File: config.mk
export PLATFORM = sky130hd
export DESIGN_NAME = sync_arbiter_rr_flat
export DESIGN_NICKNAME = d
export VERILOG_FILES = /design/src/rtl/sync_arbiter_rr_if.sv /design/src/rtl/sync_arbiter_rr.sv /design/src/flat_wrapper.sv
export SDC_FILE = /design/constraint.sdc
export NUM_CORES = 1
export LEC_CHECK = 0
export BUFFER_PORTS_ARGS = -buffer_cell sky130_fd_sc_hd__buf_2
export CAP_MARGIN = 20
export CORE_MARGIN = 4
export CORE_UTILIZATION = 30
export CTS_CLUSTER_DIAMETER = 80
export DETAILED_ROUTE_END_ITERATION = 10
export SETUP_SLACK_MARGIN = 0.02
export SLEW_MARGIN = 0
export SYNTH_ARGS = -nofsm -noshare
export SYNTH_HDL_FRONTEND = slang
export SYNTH_SLANG_ARGS = --single-unit
File: constraint.sdc
create_clock -name clk -period 3.1 [get_ports clk]
set_clock_uncertainty 0.15 [all_clocks]
set_input_delay 0.31 -clock clk [delete_from_list [all_inputs] [get_ports clk]]
set_output_delay 0.31 -clock clk [all_outputs]
set_load 0.01 [all_outputs]
File: src/rtl/sync_arbiter_rr_if.sv
// Request/grant bundle between the requesting agents and the round-robin arbiter.
// The master modport is the requester side. The slave modport is the arbiter side.
interface sync_arbiter_rr_if #(
    parameter int N    = 4,
    parameter int ID_W = 2
);
    logic [N-1:0]    req;
    logic [N-1:0]    grant;
    logic [ID_W-1:0] grant_id;
    logic            busy;

    modport master (
        output req,
        input  grant,
        input  grant_id,
        input  busy
    );

    modport slave (
        input  req,
        output grant,
        output grant_id,
        output busy
    );
endinterface

File: src/rtl/sync_arbiter_rr.sv
// N-way round-robin arbiter with a registered one-hot grant.
// A grant is held while its request stays high. Every grant is followed by a
// single turnaround cycle with no grant. The search for the next requester
// starts just below the last one granted, so every requester is eventually served.
// Optional feature: define ARB_MAX_HOLD_EN to force a release after HOLD_MAX
// granted cycles whenever another requester is waiting.
module sync_arbiter_rr #(
    parameter int N        = 4,
    parameter int ID_W     = 2,
    parameter int HOLD_MAX = 8
) (
    input  logic               clk,
    input  logic               reset,
    sync_arbiter_rr_if.slave   bus
);

    typedef enum logic [1:0] {
        IDLE  = 2'd0,
        GRANT = 2'd1,
        TURN  = 2'd2
    } state_t;

    state_t          state_q, state_d;
    logic [N-1:0]    grant_q, grant_d;
    logic [ID_W-1:0] grantId_q, grantId_d;
    logic [ID_W-1:0] ptr_q, ptr_d;
    logic            busy_q, busy_d;
    logic [ID_W-1:0] selId;
    logic            selValid;
    logic            holdExpire;

`ifdef ARB_MAX_HOLD_EN
    logic [3:0] holdCnt_q, holdCnt_d;
    logic       otherReq;

    assign otherReq   = |(bus.req & ~grant_q);
    assign holdExpire = (holdCnt_q >= 4'(HOLD_MAX - 1)) && otherReq;

    // The hold counter clears when a grant starts and counts granted cycles, saturating at HOLD_MAX.
    always_comb begin
        holdCnt_d = holdCnt_q;
        if (state_d == GRANT && state_q != GRANT) begin
            holdCnt_d = '0;
        end else if (state_d == GRANT && holdCnt_q < 4'(HOLD_MAX)) begin
            holdCnt_d = holdCnt_q + 4'd1;
        end
    end

    // Hold counter register.
    always_ff @(posedge clk or negedge reset) begin
        if (!reset) begin
            holdCnt_q <= '0;
        end else begin
            holdCnt_q <= holdCnt_d;
        end
    end
`else
    assign holdExpire = 1'b0;
`endif

    // Descending search with wrap: start at ptr and pick the first active request.
    always_comb begin
        int              idx;
        logic [ID_W-1:0] idxW;
        selValid = 1'b0;
        selId    = '0;
        idx      = 0;
        idxW     = '0;
        for (int k = 0; k < N; k++) begin
            idx = int'(ptr_q) - k;
            if (idx < 0) begin
                idx = idx + N;
            end
            idxW = ID_W'(idx);
            if (!selValid && bus.req[idxW]) begin
                selValid = 1'b1;
                selId    = idxW;
            end
        end
    end

    // Next state and next registered outputs. Outputs are Moore-style and registered with the state.
    always_comb begin
        state_d   = state_q;
        grant_d   = grant_q;
        grantId_d = grantId_q;
        ptr_d     = ptr_q;
        busy_d    = busy_q;
        unique case (state_q)
            IDLE, TURN: begin
                if (selValid) begin
                    state_d   = GRANT;
                    grant_d   = N'(1) << selId;
                    grantId_d = selId;
                    busy_d    = 1'b1;
                end else begin
                    state_d   = IDLE;
                    grant_d   = '0;
                    grantId_d = '0;
                    busy_d    = 1'b0;
                end
            end
            GRANT: begin
                if (!bus.req[grantId_q] || holdExpire) begin
                    state_d   = TURN;
                    grant_d   = '0;
                    grantId_d = '0;
                    busy_d    = 1'b0;
                    ptr_d     = (grantId_q == '0) ? ID_W'(N - 1) : grantId_q - 1'b1;
                end
            end
            default: begin
                state_d   = IDLE;
                grant_d   = '0;
                grantId_d = '0;
                busy_d    = 1'b0;
            end
        endcase
    end

    // State, pointer and output registers. Reset clears everything at once, with no clock edge needed.
    always_ff @(posedge clk or negedge reset) begin
        if (!reset) begin
            state_q   <= IDLE;
            grant_q   <= '0;
            grantId_q <= '0;
            ptr_q     <= ID_W'(N - 1);
            busy_q    <= 1'b0;
        end else begin
            state_q   <= state_d;
            grant_q   <= grant_d;
            grantId_q <= grantId_d;
            ptr_q     <= ptr_d;
            busy_q    <= busy_d;
        end
    end

    assign bus.grant    = grant_q;
    assign bus.grant_id = grantId_q;
    assign bus.busy     = busy_q;

endmodule

File: src/flat_wrapper.sv
// flat-port wrapper written by rule: the top's interface ports become plain ports
module sync_arbiter_rr_flat 
#(
    parameter int N        = 4,
    parameter int ID_W     = 2,
    parameter int HOLD_MAX = 8
)
  (clk, reset, bus_req, bus_grant, bus_grant_id, bus_busy);
  sync_arbiter_rr_if #(.N(N), .ID_W(ID_W)) bus_i ();
  input  logic clk;
  input  logic reset;
  input wire logic [$bits(bus_i.req)-1:0] bus_req;
  output wire logic [$bits(bus_i.grant)-1:0] bus_grant;
  output wire logic [$bits(bus_i.grant_id)-1:0] bus_grant_id;
  output wire logic [$bits(bus_i.busy)-1:0] bus_busy;
  assign bus_i.req = bus_req;
  assign bus_grant = bus_i.grant;
  assign bus_grant_id = bus_i.grant_id;
  assign bus_busy = bus_i.busy;
  sync_arbiter_rr #(.N(N), .ID_W(ID_W), .HOLD_MAX(HOLD_MAX)) u_core (.clk(clk), .reset(reset), .bus(bus_i));
endmodule
# After elaboration in Yosys (flattened, before gate mapping)

Index checks and enable logic that the tools add are counted.
Widths: inputs -> output; s select.

Add/subtract/negate cells: 8
$lt $le $gt $ge: 9
Eq/ne operators: 3
Shift-type cells: 1
Mux-type cells: 35
Bitwise operators: 1
Reductions and logical operators: 10

Operator list:

| kind                | count |
|---|---|
| $mux 2              | 12 |
| $lt 2x3->1 const B  | 5 |
| $mux 1              | 12 |
| $bmux 1 s2          | 5 |
| $lt 3x1->1 const B  | 3 |
| $add 2x1->2 const B | 4 |
| $mux 4              | 2 |
| $pmux 2 s2          | 2 |
| $pmux 4 s2          | 1 |
| $sub 2x2->3 const B | 2 |
| $logic_not 2->1     | 2 |
| $shl 1x2->4 const A | 1 |
| $logic_and 1x1->1   | 3 |
| $logic_not 1->1     | 3 |
| $sub 2x1->3 const B | 1 |
| $eq 2x1->1 const B  | 1 |
| $eq 2x2->1 const B  | 1 |
| $lt 2x1->1 const B  | 1 |
| $ne 2x2->1 const B  | 1 |
| $pmux 1 s2          | 1 |
| $reduce_and 2->1    | 1 |
| $reduce_or 2->1     | 1 |
| $sub 2x1->2 const B | 1 |
| $not 1->1           | 1 |

Bits in registers: 11
Bits of input ports: 6
Output and inout bits: 7
Word-level logic and storage cells: 72

# Logic depth before layout (Yosys ltp)

Gate-level depths: netlist of the first run.

Word-level depth: 17
Mapped depth: 5

# Worst setup path before layout of the first run

No wires, ideal clock.

Path kind: reg2reg
From: register u_core.grantId_q[1], in the netlist u_core.bus.grant_id[1]
To: register u_core.state_q[0]
Library setup time: 0.124 ns
Arrival time: 1.461 ns
Data required time: 2.826 ns
Path slack: 1.365 ns
Cell stages (with the launch flop): 5
Period minus slack after synthesis: 1.735 ns
Cells stage by stage: dfrtp_1 -> mux4_2 -> and3b_1 -> buf_6 -> or2_1

Longest elaborated chain between the ends: 3

Ends and longest elaborated chain:

| element                      | line                   | text |
|---|---|---|
| start, declared              | sync_arbiter_rr.sv:25  | `logic [ID_W-1:0] grantId_q, grantId_d;` |
| start signal, assigned       | sync_arbiter_rr.sv:132 | `grantId_q <= grantId_d;` |
| $bmux 1 s2                   | sync_arbiter_rr.sv:104 | `if (!bus.req[grantId_q] \|\| holdExpire) begin` |
| $mux 1 (implied by the code) | sync_arbiter_rr.sv:104 |  |
| $ne 2x2->1 (no line)         | n/a                    |  |
| end signal, assigned         | sync_arbiter_rr.sv:130 | `state_q <= state_d;` |
| end, declared                | sync_arbiter_rr.sv:23  | `state_t state_q, state_d;` |

No other way between the ends. The select of a mux whose other input is x is not followed.
A chain may end at the register's enable or synchronous reset.

# Worst setup path after layout of the first run

From: register u_core.grantId_q[1], in the netlist u_core.bus.grant_id[1]
To: register u_core.grantId_q[0], in the netlist u_core.bus.grant_id[0]

Longest elaborated chain between the ends: 3

Ends and longest elaborated chain:

| element                      | line |
|---|---|
| $bmux 1 s2                   | sync_arbiter_rr.sv:104 |
| $mux 1 (implied by the code) | sync_arbiter_rr.sv:104 |
| $ne 2x2->1 (no line)         | n/a |

No other way between the ends. The select of a mux whose other input is x is not followed.

==> summary.txt, run 1 <==
Run status
  • Run status: finished, final reports clean

STA
  • Final Max Slew Viols: 0
  • Final Hold Fails: 0
  • Minimum clock period: approximately 1.7 ns
  • RSZ-0062 raised after global routing: false
  • Max Freq: around 580 MHz
  • Number of setup violations in the final report: 0
  • Max_slew headroom: 77.6%
  • Worst-Margin Slew: 0.336 ns
  • Final Cycle Share: around 56%
  • Setup TNS: 0 ns

Finish
  • Antenna Cells: 0
  • Finished Cell Area: 624 µm²
  • Final net count: 74
  • Layout cells sized above 1: roughly 33%
  • Area grow syn2layout: 22.6%
  • Layout Utilization: between 40% and 50%
  • Layout fillers: 158

Synth
  • Post-Syn Area: ~500 µm²
  • Post-synth EDFFs: 0
  • Synthesized flop and latch total: 10
  • Cell count after synthesis: 50
  • Top FF cell, synth: dfrtp_1
  • Synth area leader: dfrtp_1
  • Synth top area cells: dfrtp_1 39%, dfstp_2 10%, o21ai_0 5.9%
  • Avg Synthesized Cell Area: between 10 and 15 µm²
  • Ys async rst share: between 90% and 100%
  • Post-Syn Nets: 57
  • Post-synth top area share: between 30 and 40%
  • Post-synthesis cell type count: 21
  • Count leader, synth: dfrtp_1
  • Synth cell count leaders: 8 x dfrtp_1, 6 x o21ai_0, 5 x nand2_1
  • Synth warnings: 0
  • Post-synthesis sequential area ratio: 49.6%

Clock tree
  • Clock-pin transition on the worst setup and hold timing paths: 0.07 ns
  • CTS root buffer: clkbuf_4
  • TritonCTS buffer count: 3
  • Clk sink count: 10
  • Worst-skew pair later-pin latency: about 0.26 ns
  • # H-tree levels: 1
  • Clock Path Buffers: 2
  • CTS tree: built

Power
  • Pwr Density: 985 nW/µm²
  • Worst VDD drop: just under 300 µV
  • P_int: 388 µW
  • Flop pwr share: 40.6%
  • Comb pwr share: between 40% and 50%
  • Clock group share of total power: 18.8%
  • Cell leakage power: between 0.0003 and 0.0004 µW
  • Sw Share: 36.9%
  • Switching power total: roughly 230 µW

Placement
  • Dpl cell area: 578 µm²
  • GPL Wtd Cong: 0.759
  • # port buffers: 12

Critical path
  • CP Capture Type: flip-flop
  • Worst Reg2Reg Path Length in Cells: 3
  • Maximum fanout along the worst path: 7
  • CP arrival: 1.73 ns
  • CP top delay family: multiplexers
  • Flop-to-flop setup slack: 1.38 ns
  • CP bufs+invs: 0
  • Reg2reg end: u_core.bus.grant_id[0]
  • CP Class: reg -> reg
  • Worst stage delay on the critical path: 0.54 ns
  • Worst r2r src: u_core.bus.grant_id[1]
  • Crit path launch type: flip-flop
  • Worst Path Required: 3.10 ns
  • Slowest stage cell on the critical path: mux4_2
  • Worst-path cell chain: mux4_2 > and3b_1 > a22o_1

Floorplanning
  • Core ar.: 1560 µm²
  • Die ar.: 2420 µm²
  • Site row count: 14
  • Chip Width: 49.2 µm
  • Initial core utilization: around a third
  • Ports: 13
  • Die Ht: 49.2 µm

Flow run
  • Max Cap Viol: 0

Global route
  • Total GRT Usage: 9.51%
  • Initial antenna violation count: 0
  • First-pass GRT wire length: 1.73 mm
  • Largest net degree at the start of global routing: 11
  • Total gr overflow: 0
  • Vias in the first global route: 395

Detailed routing
  • DR iter-0 viols: 8
  • Vias: around 440
  • Routed vias/inst: around 5.3
  • Antenna Nets Post-Route: 0
  • Routed WL: 998 µm
  • WL/cell: 12.2 µm
  • 1st-pass router iterations: 4
  • Remaining routing DRC violations: 0

Min path
  • Hold Crit Class: in -> async
==> cell usage in the layout, fill, tap and decap left out, drive strengths merged <==
cell type and count:
buf 12, dfrtp 8, o21ai 7, nand2 5
inv 4, nor2 4, a21oi 4, clkbuf 4
nand3 2, nor2b 2, a32o 2, dfstp 2
nor3b 2, o211a 1, mux4 1, and3b 1
o211ai 1, or2 1, a22o 1, ha 1
dlygate4sd3 1
==> power groups by stage <==
stage | Combinational (µW) | Clock [µW] | Sequential (µW)
global placement | 251 | 0 | 252
detailed placement | 254 | 0 | 251
floorplan | 168 | 0 | 263
global route | 285 | 126 | 258
finish | 250 | 116 | 250
CTS | 256 | 119 | 249
==> sequential cells by signal (all words and copies together) (netlist names) <==
| name | flops |
|---|---|
| u_core.state_q | 2 |
| u_core.bus.grant | 4 |
| u_core.ptr_q | 2 |
| u_core.bus.grant_id | 2 |
==> per-layer routing <==
metal | global-route usage [%] | vias up | part of all wire (%) | wire (µm)
met1 | 9.83 | 211 | 44 | 444
met4 | 8.53 | 0 | 3.8 | 38
met3 | 2.45 | 4 | 5.4 | 54
met5 | 0 | - | 0 | 0
li1 | - | 211 | - | -
met2 | 15.6 | 12 | 46 | 461
==> cell type report <==
type	instances	area, µm²	area share [%]
Inverter	4	15.0	2.40
Multi-Input combinational cell	35	230	36.9
Timing Repair Buffer	13	70.1	11.2
Clock buffer	4	36.3	5.81
Tap cell	16	20.0	3.21
Sequential cell	10	253	40.5
==> cells by family after synthesis <==
family | count (synthesis) | synth area share [%]
AO/OA/AOI/OAI | 16 | 20.4
adder cells (fa/ha/maj) | 1 | 2.46
buffers and inverters | 5 | 5.16
flip-flops | 10 | 49.6
multiplexers | 1 | 4.42
AND/OR/NAND/NOR | 17 | 17.9
==> per-stage QoR <==
step	worst slack [ns]	hold WS (ns)	power [µW]	instances
after floorplan	1.37	-0.136	431	50
after global placement	1.40	0.0295	503	77
after detailed placement	1.39	0.0330	505	77
after CTS	1.38	0.282	624	82
after global routing	1.32	0.316	669	82
final	1.38	0.283	615	82
==> worst register-to-register path, stage by stage, from the launching register on <==
cell	delay, ns
dfrtp_1	0.42
mux4_2	0.54
and3b_1	0.26
a22o_1	0.25
==> what timing repair did <==
item                      CTS  global route
resized for setup           0             0
hold buffers                1             0
hold endpoints to repair   10             0
buffers inserted            0             0
==> worst max path at each step <==
stage	startpoint	endpoint	slack, ns	depth (start not counted)
after CTS	u_core.bus.grant_id[1]	u_core.state_q[0]	1.38	3
after global routing	u_core.bus.grant_id[1]	u_core.state_q[0]	1.32	3
after detailed placement	u_core.bus.grant_id[1]	u_core.bus.grant_id[0]	1.39	3
after global placement	u_core.bus.grant_id[1]	u_core.state_q[0]	1.40	3
final	u_core.bus.grant_id[1]	u_core.bus.grant_id[0]	1.38	3
after floorplan	u_core.bus.grant_id[1]	u_core.state_q[0]	1.37	4
(Power assumes the default switching activity.)
==> inputs of run 2 (changes only) <==
==> constraint.sdc (replaced) <==
create_clock -name clk -period 1.7 [get_ports clk]
set_clock_uncertainty 0.15 [all_clocks]
set_input_delay 0.17 -clock clk [delete_from_list [all_inputs] [get_ports clk]]
set_output_delay 0.17 -clock clk [all_outputs]
set_load 0.01 [all_outputs]
==> summary.txt, run 2 (synthesized netlist as in run 1, its figures left out) <==
Global route
  • Vias in the first global route: 410 (was 395)
  • Initial antenna violation count: 0 (unchanged)
  • Most used routing layer in global routing: met2 (unchanged)
  • Met2 Resource Use GR: 15.0% (was 15.6%)
  • Largest net degree at the start of global routing: 11 (unchanged)
  • Total GRT Usage: 9.93% (was 9.51%)
  • Total gr overflow: 0 (unchanged)
  • Met3 global-route usage: 2.14% (was 2.45%)
  • First-pass GRT wire length: 1.84 mm (was 1.73 mm)
  • Met1 Use GR: 12.4% (was 9.83%)

Floorplanning
  • Die ar.: 2420 µm² (unchanged)
  • Chip Width: 49.2 µm (unchanged)
  • Initial core utilization: 32.7% (unchanged)
  • Die Ht: 49.2 µm (unchanged)
  • Site row count: 14 (unchanged)
  • Core ar.: 1560 µm² (unchanged)
  • Ports: 13 (unchanged)

STA
  • Minimum clock period: 1.65 ns (was 1.72 ns)
  • Worst-Margin Slew: 0.344 ns (was 0.336 ns)
  • Final Max Slew Viols: 0 (unchanged)
  • Max_slew headroom: 77.1% (was 77.6%)
  • Number of setup violations in the final report: 0 (unchanged)
  • Setup TNS: 0 ns (unchanged)
  • RSZ-0062 raised after global routing: true (was false)
  • Final Cycle Share: 96.8% (was 55.5%)
  • Final Hold Fails: 0 (unchanged)
  • Max Freq: 607 MHz (was 581 MHz)

Critical path
  • CP Capture Type: flip-flop (unchanged)
  • CP arrival: 1.65 ns (was 1.73 ns)
  • Worst Reg2Reg Path Length in Cells: 3 (unchanged)
  • Flop-to-flop setup slack: 0.05 ns (was 1.38 ns)
  • Worst Path Required: 1.70 ns (was 3.10 ns)
  • Worst r2r src: u_core.bus.grant_id[1] (unchanged)
  • Crit path launch type: flip-flop (unchanged)
  • Maximum fanout along the worst path: 7 (unchanged)
  • Slowest stage cell on the critical path: mux4_2 (unchanged)
  • CP Launch Point: u_core.bus.grant_id[1] (unchanged)
  • Worst stage delay on the critical path: 0.54 ns (about the same)
  • Worst-path cell chain: mux4_2 > and3b_2 > a22o_1 (was mux4_2 > and3b_1 > a22o_1)
  • CP Class: reg -> reg (unchanged)

Placement
  • GPL Wtd Cong: 0.752 (was 0.759)
  • Dpl hpwl: 819 µm
  • # port buffers: 12 (unchanged)

Detailed routing
  • Routed vias/inst: 5.18 (was 5.34)
  • 1st-pass router iterations: 2 (was 4)
  • Routed WL: 1.03 mm (was 998 µm)
  • Remaining routing DRC violations: 0 (unchanged)
  • Vias: 430 (was 438)
  • Antenna Nets Post-Route: 0 (unchanged)
  • DR iter-0 viols: 3 (was 8)
  • WL/cell: 12.4 µm (was 12.2 µm)

Finish
  • Antenna Cells: 0 (unchanged)
  • Largest register FFs: 4 (unchanged)
  • Final net count: 75 (was 74)
  • Most common cell after layout, fill and taps aside: buf_2 (unchanged)
  • Layout Utilization: 40.4% (was 40.0%)
  • Layout cells sized above 1: 34.3% (was 33.3%)
  • Most frequent cells in the layout: 12 x buf_2, 8 x dfrtp_1, 6 x o21ai_0 (unchanged)
  • Area grow syn2layout: 23.6% (was 22.6%)

Clock tree
  • Post-CTS Setup Inserts: 0 (unchanged)
  • Worst-skew pair later-pin latency: 0.26 ns (about the same)
  • Clk sink count: 10 (unchanged)
  • CTS root buffer: clkbuf_4 (unchanged)
  • Clock-pin transition on the worst setup and hold timing paths: 0.07 ns (about the same)
  • TritonCTS buffer count: 3 (unchanged)
  • Clock Path Buffers: 2 (unchanged)
  • CTS tree: built (unchanged)
  • # H-tree levels: 1 (unchanged)

Flow run
  • Max Cap Viol: 0 (unchanged)

Power
  • Cell leakage power: 0.000318 µW (about the same)
  • Pwr Density: 1770 nW/µm² (was 985 nW/µm²)
  • Worst VDD drop: 497 µV (was 288 µV)

Min path
  • Hold Crit Class: in -> async (unchanged)

Run status
  • Run status: finished, final reports clean (unchanged)
## run 2: worst paths after layout
path                                     endpoint
min in group clk           u_core.bus.grant_id[1]
max in group asynchronous         u_core.ptr_q[1]
max                        u_core.bus.grant_id[0]
min reg2reg                     u_core.state_q[1]
min                        u_core.bus.grant_id[0]
max reg2reg                u_core.bus.grant_id[0]
## run 2: repair_timing
action	CTS	global route
resized for setup	0	2
endpoints found under the hold margin	10	0
endpoints found under the setup margin	0	5
hold buffers	1	0
## run 2: through the flow
| stage | instances | power (µW) | setup slack (ns) | area, µm² | hold slack (ns) |
|---|---|---|---|---|---|
| 3_5_place_dp | 78 | 938 | 0.0603 | 586 | -0.107 |
| 2_1_floorplan | 50 | 786 | -0.0350 | 509 | -0.276 |
| 3_3_place_gp | 78 | 927 | 0.0702 | 586 | -0.108 |
| 4_1_cts | 83 | 1110 | 0.0474 | 622 | 0.143 |
| 5_1_grt | 83 | 1220 | 0.00126 | 629 | 0.181 |
| 6_report | 83 | 1120 | 0.0536 | 629 | 0.145 |
## run 2: layer usage
metal / share of wire [%] / vias to the layer above
met5: 0 / -
met4: 0.88 / 0
met3: 3.8 / 2
met2: 47 / 7
met1: 48 / 205
li1: - / 216
## run 2: final cells by class
type,count,area [µm²]
Fill cell,164,930
Inverter,4,15.0
Timing Repair Buffer,14,77.6
Tap cell,16,20.0
Sequential cell,10,253
Clock buffer,4,26.3
Multi-Input combinational cell,35,238
## run 2: report_power, final
| group | switching, µW | internal [µW] |
|---|---|---|
| Combinational | 249 | 240 |
| Clock | 77.5 | 90.4 |
| Sequential | 95.8 | 363 |
| Total | 423 | 694 |
## run 2: worst max-delay path: cells and delay by family (launching register included)
kind / cells / cell delay (ns)
DFF: 1 / 0.36
and+or+nand+nor: 1 / 0.27
muxes: 1 / 0.54
AOI/OAI and AO/OA: 1 / 0.23
